==> src/rtl/key_conditioner.sv <==
// -----------------------------------------------------------------------------
// key_conditioner
//
// Conditions four raw, bouncing, active-low pushbuttons into clean events.
// Each key has its own channel with no shared state. A channel contains a
// two-flop synchronizer, a debounce/auto-repeat FSM with one shared counter,
// and registered outputs.
//
// Parameters
//   DEBOUNCE_CYCLES : consecutive stable synchronized samples needed to accept
//                     a level change (>= 2)
//   REPEAT_EN       : non-zero enables auto-repeat press pulses while held
//   REPEAT_DELAY    : cycles spent in HELD before the first repeat pulse (>= 1)
//   REPEAT_PERIOD   : cycles between subsequent repeat pulses (>= 1)
//
// Ports
//   clk           : single clock, all flops on posedge
//   reset         : asynchronous, active-high
//   KEY[3:0]      : raw pushbuttons, active-low (0 = pressed), asynchronous
//   pressed[3:0]  : debounced key level, active-high
//   press[3:0]    : one-cycle pulse per accepted press and per auto-repeat
//   release_pulse : one-cycle pulse per accepted release ("release" is a
//                   reserved word in SystemVerilog, hence the longer name)
//
// Latency: a key first captured low by the synchronizer at edge N (and held
// low) raises press/pressed on edge N+DEBOUNCE_CYCLES+2. Releases behave the
// same way.
// -----------------------------------------------------------------------------
module key_conditioner #(
    parameter int DEBOUNCE_CYCLES = 500000,
    parameter int REPEAT_EN       = 1,
    parameter int REPEAT_DELAY    = 25000000,
    parameter int REPEAT_PERIOD   = 5000000
) (
    input  logic       clk,
    input  logic       reset,
    input  logic [3:0] KEY,
    output logic [3:0] pressed,
    output logic [3:0] press,
    output logic [3:0] release_pulse
);

    localparam int MAX_AB  = (DEBOUNCE_CYCLES > REPEAT_DELAY) ? DEBOUNCE_CYCLES : REPEAT_DELAY;
    localparam int MAX_CNT = (MAX_AB > REPEAT_PERIOD) ? MAX_AB : REPEAT_PERIOD;
    localparam int CW      = $clog2(MAX_CNT + 1);

    // Terminal counts: the counter is compared before it increments, so
    // "N samples" ends when the counter reads N-1.
    localparam logic [CW-1:0] DEB_LAST = CW'(DEBOUNCE_CYCLES - 1);
    localparam logic [CW-1:0] DLY_LAST = CW'(REPEAT_DELAY - 1);
    localparam logic [CW-1:0] PER_LAST = CW'(REPEAT_PERIOD - 1);

    typedef enum logic [2:0] {
        ST_UP,
        ST_ARM_DOWN,
        ST_HELD,
        ST_REPEAT,
        ST_ARM_UP
    } state_t;

    generate
        for (genvar gi = 0; gi < 4; gi++) begin : g_chan
            logic          sync1_q;
            logic          sync2_q;
            state_t        state_q,   state_d;
            logic [CW-1:0] cnt_q,     cnt_d;
            logic          pressed_q, pressed_d;
            logic          press_q,   press_d;
            logic          rel_q,     rel_d;

            always_ff @(posedge clk or posedge reset) begin
                if (reset) begin
                    // Synchronizer resets to "released" so the first edge
                    // after reset cannot see a phantom press.
                    sync1_q   <= 1'b1;
                    sync2_q   <= 1'b1;
                    state_q   <= ST_UP;
                    cnt_q     <= '0;
                    pressed_q <= 1'b0;
                    press_q   <= 1'b0;
                    rel_q     <= 1'b0;
                end else begin
                    sync1_q   <= KEY[gi];
                    sync2_q   <= sync1_q;
                    state_q   <= state_d;
                    cnt_q     <= cnt_d;
                    pressed_q <= pressed_d;
                    press_q   <= press_d;
                    rel_q     <= rel_d;
                end
            end

            // sync2_q is the synchronized raw level: 0 = key down.
            always_comb begin
                state_d   = state_q;
                cnt_d     = cnt_q;
                pressed_d = pressed_q;
                press_d   = 1'b0;
                rel_d     = 1'b0;
                case (state_q)
                    ST_UP: begin
                        cnt_d = '0;
                        if (!sync2_q) begin
                            state_d = ST_ARM_DOWN;
                        end
                    end
                    ST_ARM_DOWN: begin
                        if (sync2_q) begin
                            // Bounce: abandon the attempt silently.
                            state_d = ST_UP;
                            cnt_d   = '0;
                        end else if (cnt_q == DEB_LAST) begin
                            state_d   = ST_HELD;
                            cnt_d     = '0;
                            pressed_d = 1'b1;
                            press_d   = 1'b1;
                        end else begin
                            cnt_d = cnt_q + CW'(1);
                        end
                    end
                    ST_HELD: begin
                        if (sync2_q) begin
                            state_d = ST_ARM_UP;
                            cnt_d   = '0;
                        end else if (REPEAT_EN != 0) begin
                            if (cnt_q == DLY_LAST) begin
                                state_d = ST_REPEAT;
                                cnt_d   = '0;
                                press_d = 1'b1;
                            end else begin
                                cnt_d = cnt_q + CW'(1);
                            end
                        end
                        // Without auto-repeat the counter simply idles.
                    end
                    ST_REPEAT: begin
                        if (sync2_q) begin
                            state_d = ST_ARM_UP;
                            cnt_d   = '0;
                        end else if (cnt_q == PER_LAST) begin
                            cnt_d   = '0;
                            press_d = 1'b1;
                        end else begin
                            cnt_d = cnt_q + CW'(1);
                        end
                    end
                    ST_ARM_UP: begin
                        if (!sync2_q) begin
                            // Release bounce: back to HELD, repeat delay
                            // starts over, no pulse, level stays asserted.
                            state_d = ST_HELD;
                            cnt_d   = '0;
                        end else if (cnt_q == DEB_LAST) begin
                            state_d   = ST_UP;
                            cnt_d     = '0;
                            pressed_d = 1'b0;
                            rel_d     = 1'b1;
                        end else begin
                            cnt_d = cnt_q + CW'(1);
                        end
                    end
                    default: begin
                        state_d   = ST_UP;
                        cnt_d     = '0;
                        pressed_d = 1'b0;
                    end
                endcase
            end

            assign pressed[gi]       = pressed_q;
            assign press[gi]         = press_q;
            assign release_pulse[gi] = rel_q;
        end
    endgenerate

endmodule

==> config.mk <==
export PLATFORM = sky130hd
export DESIGN_NAME = key_conditioner
export DESIGN_NICKNAME = d
export VERILOG_FILES = /design/src/rtl/key_conditioner.sv
export SDC_FILE = /design/constraint.sdc
export NUM_CORES = 1
export LEC_CHECK = 0
export BUFFER_PORTS_ARGS = -buffer_cell sky130_fd_sc_hd__buf_4
export CORE_MARGIN = 2
export CORE_UTILIZATION = 62
export CTS_CLUSTER_SIZE = 30
export DETAILED_ROUTE_END_ITERATION = 10
export GPL_ROUTABILITY_DRIVEN = 0
export PLACE_DENSITY_LB_ADDON = 0.2
export SYNTH_ARGS = -nofsm -noshare
export SYNTH_HDL_FRONTEND = slang
export SYNTH_SLANG_ARGS = --single-unit
==> constraint.sdc <==
create_clock -name clk -period 4.4 [get_ports clk]
set_input_delay 0.22 -clock clk [delete_from_list [all_inputs] [get_ports clk]]
set_output_delay 0.22 -clock clk [all_outputs]
set_load 0.01 [all_outputs]
== Word-level counts from Yosys, hierarchy flattened ==
Index checks and enable logic that the tools add are counted.

* Output and inout port bits: 12
* Word-level logic and storage cells: 240
* Flip-flop bits (word level): 132
* Input port bits: 6

* Equality and inequality tests: 64
* Reduce and logical (&&, ||, !) cells: 16
* Multiplexer cells: 124
* $add $sub $neg: 4
* Bitwise gates (word level): 4

{| class="wikitable"
|+ Operators with widths
! operator !! number
|-
| $mux W25 || 28
|-
| $pmux W25 S4 || 4
|-
| $add A25 B1 Y25 const B || 4
|-
| $eq A25 B19 Y1 const B || 4
|-
| $eq A25 B23 Y1 const B || 4
|-
| $eq A25 B25 Y1 const B || 4
|-
| $mux W3 || 32
|-
| $pmux W3 S5 || 4
|-
| $mux W1 || 48
|-
| $ne A2 B2 Y1 const B || 24
|-
| $reduce_and A5 Y1 || 8
|-
| $ne A3 B3 Y1 const B || 12
|-
| $eq A3 B2 Y1 const B || 8
|-
| $pmux W1 S3 || 8
|-
| $eq A3 B1 Y1 const B || 4
|-
| $eq A3 B3 Y1 const B || 4
|-
| $logic_not A3 Y1 || 4
|-
| $reduce_or A3 Y1 || 4
|-
| $not A1 Y1 || 4
|}

== Longest topological paths before layout ==
Gate-level depths: netlist (run 1).

* Depth in word-level cells: 4
* Gate-level depth with buffers: 9
* Mapped depth without buffers: 6

== Worst setup path after synthesis (run 1) ==
No wires, ideal clock.

* Path type: register to register
* From: register g_chan[1].cnt_q[0]
* To: register g_chan[1].cnt_q[23]
* Period minus slack after synthesis: 2.195 ns
* Setup slack: 2.205 ns
* Stages on the path, launching flop included: 10
* Required time: 4.281 ns
* Setup time: 0.119 ns
* Data arrival time: 2.076 ns
* Buffers on the path: 3
* Cells stage by stage: dfrtp_1 -> ha_1 -> and4_1 -> buf_2 -> nand2_1 -> or4_1 -> clkbuf_1 -> a2bb2oi_2 -> buf_6 -> nor2_1

* Word-level cells in the longest chain between the ends: 4
* Elaborated cells on any way between the ends: 12
* Classes of those cells: add/sub (1); eq/ne (3); mux (8)

{| class="wikitable"
|+ Ends and longest elaborated chain
! what !! line !! source
|-
| from (decl) || 66 || <nowiki>logic [CW-1:0] cnt_q, cnt_d;</nowiki>
|-
| from (signal assigned) || 86 || <nowiki>cnt_q <= cnt_d;</nowiki>
|-
| $add A25 B1 Y25, or another cell as far along || n/a ||
|-
| $mux W25, on equally long branches (2 in series) || n/a ||
|-
| $pmux W25 S4 (*) || 100 || <nowiki>case (state_q)</nowiki>
|-
| net g_chan[1].cnt_d[23] || 66 ||
|}

The timed path passes the listed nets; every way through them passes the cells marked *.
A chain may end at the register's enable or synchronous reset.

== Worst setup path in the final report (run 1) ==
* From: register g_chan[1].cnt_q[0]
* To: register g_chan[1].cnt_q[24]

The elaborated chain is that of the path after synthesis.

==> results of run 1 <==
## layer usage
layer / track usage (%) / part of all wire (%)
met1: 32.8 / 45
met2: 41.3 / 51
met3: 6.58 / 3.7
met4: 8.15 / 1.1
met5: 0 / 0
## worst register-to-register path: cells and delay by family (launching register included)
kind            cells  cell delay (ps)
compound gates      2             1490
simple gates        3              630
flops               1              410
fa+ha+maj           1              220
## area by class of cell
cell class              instances  area [um^2]  area share, %
flip-flops and latches        132         3310           43.4
multi-input cells             538         3250           42.5
clock buffers                  21          459           6.02
repair buffers                 24          193           2.52
clock inverters                11          175           2.30
well taps                     140          175           2.30
inverters                      18         70.1          0.918
## timing repair
action | 4_1_cts | 5_1_grt
hold buffers | 5 | 0
resized for setup | 0 | 0
endpoints found under the hold margin | 81 | 0
## cell usage in the layout, fill, tap and decap left out, drive strengths merged, types with 3 or more instances in the layout
master       count
a21oi            7
or4              8
dlygate4sd3      5
nand3           43
and3b            3
a211o            4
a211oi           3
clkinv           5
clkbuf          21
nand4b           3
nor3            22
buf             19
and3            17
and4            11
ha               4
and2             5
nand4           37
xnor2           34
nand2b           6
nor2           135
xor2            57
dfrtp          124
a21boi           3
dfstp            8
o21ai            8
or2              4
nor4            20
nand2           56
nor2b           10
nand3b           3
bufinv           4
inv             18
or3              4
## through the flow
stage | power, mW | std cells
finish | 2.80 | 884
global route | 2.90 | 884
CTS | 2.82 | 884
detailed placement | 1.32 | 847
global placement | 1.32 | 847
floorplan | 1.31 | 722
## power by group
| part | internal, mW | switching [mW] | total (mW) |
|---|---|---|---|
| Clock | 0.968 | 0.528 | 1.50 |
| Combinational | 0.0165 | 0.0467 | 0.0632 |
| Sequential | 1.23 | 0.0114 | 1.24 |
| Total | 2.21 | 0.586 | 2.80 |
## flip-flops by register name (all words and copies together) (netlist names)
| register | flops |
|---|---|
| g_chan.state_q | 12 |
| g_chan.pressed_q | 4 |
| g_chan.sync2_q | 4 |
| g_chan.sync1_q | 4 |
| g_chan.cnt_q | 100 |
| g_chan.rel_q | 4 |
| g_chan.press_q | 4 |
## cell families after synthesis
| group | count (synthesis) | share of synthesized area, % |
|---|---|---|
| adder cells (fa/ha/maj) | 4 | 0.730 |
| AND/OR/NAND/NOR | 399 | 30.0 |
| multiplexers | 1 | 0.146 |
| XOR/XNOR | 91 | 11.6 |
| buffers and inverters | 52 | 4.29 |
| AO/OA/AOI/OAI | 43 | 4.91 |
| flip-flops | 132 | 48.3 |
## worst paths after layout
check / startpoint / end / slack [ps] / cells after the start
setup / recovery: g_chan[1].cnt_q[0] / g_chan[1].cnt_q[24] / 1490 / 6
min in group asynchronous: reset / g_chan[1].rel_q / 500 / 3
hold reg to reg: g_chan[1].sync1_q / g_chan[1].sync2_q / 340 / 0
max in group asynchronous: reset / g_chan[1].sync1_q / 2960 / 4
hold / removal: KEY[1] / g_chan[1].sync1_q / 340 / 2
setup reg to reg: g_chan[1].cnt_q[0] / g_chan[1].cnt_q[24] / 1490 / 6
==> metrics.md, run 1 <==
| Metric | Value |
|---|---|
| Max Root-Sink Buffers | 2 |
| Min-Delay Path Class | in -> reg |
| Worst-path fanout max | 25 |
| Max Transition Viols Final | 0 |
| Initial core utilization | 63.5% |
| Post-synth top flop | dfrtp_1 |
| Rows | 38 |
| Max_slew headroom | 16.3% |
| Crit Path Category | reg -> reg |
| Sequential fraction of the synthesis area | 48.3% |
| Yosys top cell area share | 45.3% |
| Synthesis-to-finish area growth | 11.4% |
| Nets | 741 |
| Buf+Inv Stages, Crit Path | 0 |
| Final instance area | 0.00763 mm^2 |
| Most frequent cell after synthesis | nor2_1 |
| Core ar. | 0.0108 mm^2 |
| Vias | 5203 |
| Post-DRT Antenna Nets | 0 |
| Drt pass-1 iters | 5 |
| Status | complete, no violations |
| Synth top area cells | dfrtp_1, nor2_1, xor2_1 |
| Arrival time at the worst endpoint | 3270 ps |
| Layout filler cell count | 802 |
| Die ar. | 0.0119 mm^2 |
| Synth Cell Area | 0.00685 mm^2 |
| Via-per-instance ratio | 5.89 |
| DRC | 0 |
| Minimum clock period | 2910 ps |
| Max Clock Skew | 7.77 ps |
| Post-DP Area | 0.00695 mm^2 |
| TritonCTS Buffers | 17 |
| Setup violators final | 0 |
| Worst vdd rail ir drop | 460 uV |
| I/O pin count | 18 |
| #FFs+latches synth | 132 |
| Crit share post-route | 66.2% |
| Total routing usage reported by global routing | 25.2% |
| DIE WIDTH | 109 um |
| Static leakage | 3.08 nW |
| Least-Margin Pin Slew | 1240 ps |
| Crit path max-delay family | compound AO/OA/AOI/OAI gates |
| Syn_nets | 732 |
| Final worst slack | 1490 ps |
| Max_cap viols | 0 |
| Iter 0 DRT Violations | 410 |
| Pin count of the biggest net entering global routing | 89 |
| Slowest stage delay, CP | 830 ps |
| CTS H-tree lvls | 4 |
| First-pass GRT wire length | 23600 um |
| Gate Count Post-Synth | 722 |
| Vias in the first global route | 5078 |
| Slowest-stage cell, CP | a2bb2oi_2 |
| Crit path launch type | register |
| Commonest cells post-synth | nor2_1, dfrtp_1, xor2_1 |
| Yosys warns | 0 |
| Setup TNS | 0 ps |
| RSZ-0062 raised after global routing | false |
| Pwr/cell area | 367 mW/mm^2 |
| Number of synthesized flops with an enable pin | 0 |
| Min Hold Slack | 345 ps |
| CTS tree | yes |
| Layout cells sized above 1 | 9.68% |
| Hold Vio Cnt, Final | 0 |
| Final WL | 13700 um |
| Initial antenna violation count | 0 |
| Critical-path cell list | ha_1, and4_1, nand2_1, a2111oi_0, a2bb2oi_2, nor2_1 |
| Total grt overflow | 0 |
| Crit end category | register |
| Final core utilization | 70.7% |
| Pre-CTS setup slack | 1500 ps |
| Synth unique cells | 59 |
| Synth Area per Inst | 9.49 um^2 |
| Dpl hpwl | 8970 um |
| Asr flop ratio synth | 100% |
| Clock root buffer | clkbuf_8 |
| CP Data Required Time | 4760 ps |
| Avg WL per Cell | 15.5 um |
| # Post-CTS Setup Buffers | 0 |
| Sink Count | 132 |
| Ant diodes | 0 |
| Clock transition at the registers of the reported paths | 60 ps |
| Leading area contributor after synthesis | dfrtp_1 |
| FMAX | 343 MHz |
| Clock Latency Late Sink | 530 ps |
| IO Port Bufs | 17 |
| Die Ht | 109 um |
Note: power is estimated with default switching activity, not from simulation.
==> run 2, diff against run 1 <==
ABC_AREA = 1   (was default)
clock period = 2.9 ns   (was 4.4 ns; I/O delays follow)
==> metrics.md, run 2 <==
| Metric | Value |
|---|---|
| Commonest cells post-synth | nand2_1, nor2_1, inv_1 |
| Max_cap viols | 0 (unchanged) |
| Leading area contributor after synthesis | dfrtp_1 |
| Asr flop ratio synth | 100% (unchanged) |
| Layout filler cell count | 1119 (+40%) |
| Dpl hpwl | 12800 um (+43%) |
| Cell depth of the worst flop-to-flop path | 9 (+3) |
| Vias | 7629 (+47%) |
| Most frequent cells in the layout | nand2_1, nor2_1, inv_1, dfrtp_1, nand3_1 |
| Area of the multi-input gates | 0.00417 mm^2 (+29%) |
| Iter 0 DRT Violations | 667 (+63%) |
| Sink Count | 132 (unchanged) |
| Main combinational cell family by area after synthesis | simple AND/OR/NAND/NOR gates |
| Minimum clock period | 2100 ps (-808 ps) |
| Die Ht | 120 um (+10%) |
| CTS tree | yes |
| RSZ-0062 raised after global routing | false |
| Status | complete, no violations |
| Arrival time at the worst endpoint | 2410 ps (-860 ps) |
| Crit end category | register |
| Cts repair resizes | 0 (unchanged) |
| Clock transition at the registers of the reported paths | 50 ps (about the same) |
| Post-Synth Simple-Gate Area | 40.9% (+11 points) |
| Crit path launch type | register |
| Core ar. | 0.0132 mm^2 (+23%) |
| Initial core utilization | 63.3% (-0.23 points) |
| Yosys warns | 0 (unchanged) |
| FMAX | 475 MHz (+38%) |
| Reg area | 0.00331 mm^2 (unchanged) |
| # Post-CTS Setup Buffers | 0 (unchanged) |
| Vias in the first global route | 7100 (+40%) |
| Max Clock Skew | 5.97 ps (-1.80 ps) |
| Rows | 42 (+11%) |
| IO Port Bufs | 17 (unchanged) |
| Crit share post-route | 72.6% (+6.4 points) |
| Min-Delay Path Class | reg -> reg |
| Clock Latency Late Sink | 430 ps (-100 ps) |
| Pre-CTS setup slack | 811 ps (-685 ps) |
| Die ar. | 0.0145 mm^2 (+21%) |
| Adder-cell share of the synthesized area | 0.597% (-0.13 points) |
| Worst vdd rail ir drop | 467 uV (+1.5%) |
| CTS H-tree lvls | 4 (unchanged) |
| First-pass GRT wire length | 31400 um (+33%) |
| Total routing usage reported by global routing | 26.8% (+1.6 points) |
| Number of flip-flops in the largest register | 100 (unchanged) |
| Via-per-instance ratio | 5.37 (-8.7%) |
| Pwr/cell area | 592 mW/mm^2 (+61%) |
| Synthesis-to-finish area growth | 9.23% |
| Initial antenna violation count | 0 (unchanged) |
| Static leakage | 4.34 nW (+41%) |
| Synth Area in Compound Gates | 5.41% (+0.49 points) |
| Avg WL per Cell | 12.8 um (-17%) |
| Max Root-Sink Buffers | 2 (unchanged) |
| #FFs+latches synth | 132 (unchanged) |
| Setup TNS | 0 ps (unchanged) |
| Synth Cell Area | 0.00838 mm^2 (+22%) |
| Final WL | 18200 um (+33%) |
| Setup violators final | 0 (unchanged) |
| Synth top area cells | dfrtp_1, nand2_1, nor2_1 |
| Max_slew headroom | 54.0% (+38 points) |
| Clock root buffer | clkbuf_16 |
| Min Hold Slack | 355 ps (+9.55 ps) |
| DRC | 0 (unchanged) |
| Synth Area per Inst | 6.91 um^2 (-27%) |
| Number of synthesized flops with an enable pin | 0 (unchanged) |
| TritonCTS Buffers | 17 (unchanged) |
| Final worst slack | 795 ps (-692 ps) |
| Pin count of the biggest net entering global routing | 133 (+49%) |
| Most frequent cell after synthesis | nand2_1 |
| Synth unique cells | 40 (-32%) |
| Xor/xnor share of the synthesized area | 2.93% (-8.7 points) |
| Post-synth top flop | dfrtp_1 |
| Worst-path fanout max | 22 (-12%) |
| Layout cells sized above 1 | 10.4% (+0.69 points) |
| Syn_nets | 1223 (+67%) |
| Least-Margin Pin Slew | 690 ps (-554 ps) |
| I/O pin count | 18 (unchanged) |
| Drt pass-1 iters | 5 (unchanged) |
| CP Data Required Time | 3210 ps (-1550 ps) |
| Commonest non-fill, non-tap cell in the layout | nand2_1 |
| Hold path depth | 0 (-2) |
| DIE WIDTH | 120 um (+10%) |
| Sequential fraction of the synthesis area | 39.5% (-8.8 points) |
| Crit Path Category | reg -> reg |
| Gate Count Post-Synth | 1213 (+68%) |
| Top flop regs | g_chan.cnt_q: 100 flops, g_chan.state_q: 12 flops |
| Max Transition Viols Final | 0 (unchanged) |
| Nets | 1241 (+67%) |
| Hold Vio Cnt, Final | 0 (unchanged) |
| Post-DRT Antenna Nets | 0 (unchanged) |
| Total grt overflow | 0 (unchanged) |
| Yosys top cell area share | 37.0% (-8.2 points) |
| Ant diodes | 0 (unchanged) |
| Largest Register | g_chan.cnt_q |
| Post-CTS Hold Buffers | 5 (unchanged) |
| Mux cell area share after synthesis | 0% (-0.15 points) |
==> run 2: changes by cell type in the layout (fill, tap and decap cells not counted), moves of 18 or more <==
| cell | delta |
|---|---|
| inv_1 | +150 |
| nand2_1 | +228 |
| nand3_1 | +70 |
| nor2_1 | +94 |
| nor2_2 | +29 |
| nor4_1 | -18 |
| o21ai_0 | +23 |
| xnor2_1 | -26 |
| xor2_1 | -37 |
==> run 2: kinds of logic after synthesis <==
| family | count (synthesis) |
|---|---|
| buffers and inverters | 202 |
| XOR/XNOR | 28 |
| flip-flops | 132 |
| adder cells (fa/ha/maj) | 4 |
| AO/OA/AOI/OAI | 77 |
| AND/OR/NAND/NOR | 770 |
==> run 2: final timing paths <==
path                       slack (ps)                  end          startpoint
max                               800  g_chan[0].cnt_q[10]  g_chan[0].cnt_q[0]
min                               350    g_chan[1].sync2_q   g_chan[1].sync1_q
max reg2reg                       800  g_chan[0].cnt_q[10]  g_chan[0].cnt_q[0]
min reg2reg                       350    g_chan[1].sync2_q   g_chan[1].sync1_q
max in group asynchronous        1910  g_chan[0].cnt_q[12]               reset
min in group asynchronous         450  g_chan[2].cnt_q[10]               reset
==> run 2: per-stage QoR <==
stage	area (um^2)	power [mW]	std cells	utilization, %
finish	9150	5.42	1420	69.1
global route	9150	5.73	1420	69.1
CTS	9150	5.47	1420	69.1
detailed placement	8540	3.39	1383	64.5
global placement	8540	3.37	1383	64.5
floorplan	8380	3.23	1213	-
==> run 2: metal layers <==
metal	vias up	routed length, um	track usage, %
met2	237	8310	41.5
met5	-	0	0
met3	40	1020	5.71
li1	3877	-	-
met1	3475	8510	37.0
met4	0	404	10.7
==> run 2: where the power goes <==
group,total (mW),internal (mW),leakage [nW],switching (mW)
combinational,1.31,0.357,2.26,0.953
clock,2.05,1.27,0.276,0.777
sequential,2.06,1.96,1.80,0.101
==> run 2: layout make-up <==
type                    instances  area share (%)
multi-input cells             879            45.6
flip-flops and latches        132            36.2
inverters                     174            7.18
clock buffers                  21            4.92
repair buffers                 27            2.49
well taps                     176            2.41
clock inverters                11            1.20
==> run 2: critical path: stages (launching register included) <==
cell     delay [ps]
dfrtp_1         360
ha_1            170
nand2_1          90
inv_1           100
nand2_1          80
nor2_1          190
nand3_1         180
o21ai_2         140
nand3_2         380
and2_1          280
==> run 3, diff against run 2 <==
ABC_AREA = 0   (was 1)
CORE_UTILIZATION = 57   (was 62)
clock period = 1.9 ns   (was 2.9 ns; I/O delays follow)
==> metrics.md, run 3 (same netlist as run 1, synthesis figures left out) <==
| Metric | Value |
|---|---|
| Slowest-stage cell, CP | or4_4 |
| Final WL | 18100 um (-0.93%) |
| Layout cells sized above 1 | 35.3% (+25 points) |
| Core ar. | 0.0119 mm^2 (-10%) |
| Vias in the first global route | 5994 (-16%) |
| Rows | 40 (-4.8%) |
| Max_slew headroom | 74.6% (+21 points) |
| Pwr/cell area | 711 mW/mm^2 (+20%) |
| Crit Path Category | reg -> reg |
| Failing checks | negative setup slack |
| Iter 0 DRT Violations | 494 (-26%) |
| Min Hold Slack | 323 ps (-31.1 ps) |
| Max Root-Sink Buffers | 2 (unchanged) |
| Minimum clock period | 2180 ps (+72.2 ps) |
| Max Clock Skew | 9.34 ps (+3.37 ps) |
| Worst setup startpoint | g_chan[2].cnt_q[21] |
| Crit path max-delay family | simple AND/OR/NAND/NOR gates |
| Min-Delay Path Class | in -> reg |
| Max Transition Viols Final | 0 (unchanged) |
| Post-DRT Antenna Nets | 0 (unchanged) |
| Initial core utilization | 57.8% (-5.5 points) |
| DIE WIDTH | 114 um (-5.5%) |
| Initial antenna violation count | 0 (unchanged) |
| TritonCTS Buffers | 17 (unchanged) |
| Clock root buffer | clkbuf_16 |
| Crit path launch type | register |
| Crit end category | register |
| Max_cap viols | 0 (unchanged) |
| Status | complete, but fails checks |
| Final worst slack | -277 ps (-1070 ps) |
| Via-per-instance ratio | 5.93 (+10%) |
| Critical-path cell list | or4_4, or3_4, o31ai_4, and3_4, clkbuf_16, nor2_1 |
| Reg area | 0.00331 mm^2 (about the same) |
| Vias | 6110 (-20%) |
| Area of the multi-input gates | 0.00388 mm^2 (-7.0%) |
| Setup violators final | 113 (+113) |
| Worst reg2reg path startpoint | g_chan[2].cnt_q[21] |
| Hold Vio Cnt, Final | 0 (unchanged) |
| Worst hold path startpoint | KEY[3] |
| Crit share post-route | 115% (+42 points) |
| Nets | 880 (-29%) |
| Static leakage | 3.92 nW (-9.5%) |
| CP Data Required Time | 2210 ps (-1000 ps) |
| Clock Latency Late Sink | 430 ps (about the same) |
| Ant diodes | 0 (unchanged) |
| Drt pass-1 iters | 7 (+2) |
| I/O pin count | 18 (unchanged) |
| Worst vdd rail ir drop | 632 uV (+35%) |
| Avg WL per Cell | 17.5 um (+37%) |
| Arrival time at the worst endpoint | 2490 ps (+80 ps) |
| Most frequent cells in the layout | buf_4, dfrtp_1, nor2_1, nand2_1, xor2_1 |
| Sink Count | 132 (unchanged) |
| Slowest stage delay, CP | 540 ps (+160 ps) |
| Commonest non-fill, non-tap cell in the layout | buf_4 |
| CTS tree | yes |
| Clock transition at the registers of the reported paths | 60 ps (about the same) |
| Pre-CTS setup slack | -231 ps (-1040 ps) |
| Worst-path fanout max | 6 (-73%) |
| Die ar. | 0.0129 mm^2 (-11%) |
| Dpl hpwl | 10000 um (-22%) |
| Total grt overflow | 0 (unchanged) |
| FMAX | 459 MHz (-3.3%) |
| RSZ-0062 raised after global routing | true |
| First-pass GRT wire length | 27900 um (-11%) |
| Pin count of the biggest net entering global routing | 71 (-47%) |
| CTS H-tree lvls | 4 (unchanged) |
| Top flop regs | g_chan.cnt_q: 100 flops, g_chan.state_q: 12 flops |
| Die Ht | 114 um (-5.5%) |
| Layout filler cell count | 702 (-37%) |
| Buf+Inv Stages, Crit Path | 1 (unchanged) |
| Least-Margin Pin Slew | 377 ps (-313 ps) |
| Total routing usage reported by global routing | 27.2% (+0.35 points) |
| Number of flip-flops in the largest register | 100 (unchanged) |
| DRC | 0 (unchanged) |
| Largest Register | g_chan.cnt_q |
| Setup slack, reg-to-reg | -280 ps (-1070 ps) |
| IO Port Bufs | 17 (unchanged) |
| Synthesis-to-finish area growth | 38.6% |
## run 3: through the flow
stage | total power [mW] | cells | TNS, ps | util (%) | area [um^2]
2_1_floorplan | 3.03 | 722 | -5850 | - | 6920
3_3_place_gp | 3.09 | 963 | -9080 | 66.5 | 7890
3_5_place_dp | 3.10 | 963 | -13990 | 66.5 | 7890
4_1_cts | 6.75 | 1017 | -8460 | 75.4 | 8950
5_1_grt | 6.93 | 1030 | -22920 | 80.1 | 9500
6_report | 6.75 | 1030 | -15380 | 80.1 | 9500
## run 3: what timing repair did
item / in CTS / in global routing
buffers inserted: 12 / 11
hold buffers: 5 / 0
gates resized for setup: 45 / 110
cloned: 5 / 5
pin swaps: 21 / 69
hold endpoints to repair: 128 / 0
setup endpoints to repair: 112 / 119
## run 3: layer usage
metal / routed length [um] / share of wire, % / GRT usage [%]
met2: 9450 / 52 / 47.0
met1: 7320 / 41 / 32.9
met4: 468 / 2.6 / 12.1
met5: 0 / 0 / 0
met3: 831 / 4.6 / 5.58
## run 3: final cells by class
class                   count  share of cell area (%)
clock buffers              19                    4.66
clock inverters            13                    2.17
inverters                  18                   0.751
multi-input cells         541                    40.9
flip-flops and latches    132                    34.9
well taps                 147                    1.94
repair buffers            160                    14.7
## run 3: where the power goes
part,switching (mW),internal [mW]
logic,0.175,0.117
registers,0.0194,2.84
clock network,1.24,2.36
total,1.44,5.32
## run 3: path summary, 6_finish.rpt
| kind | cells past startpoint | to |
|---|---|---|
| max | 6 | g_chan[2].cnt_q[23] |
| min | 2 | g_chan[3].sync1_q |
| max reg2reg | 6 | g_chan[2].cnt_q[23] |
| min reg2reg | 0 | g_chan[3].sync2_q |
| max in group asynchronous | 4 | g_chan[1].sync1_q |
| min in group asynchronous | 4 | g_chan[2].cnt_q[20] |
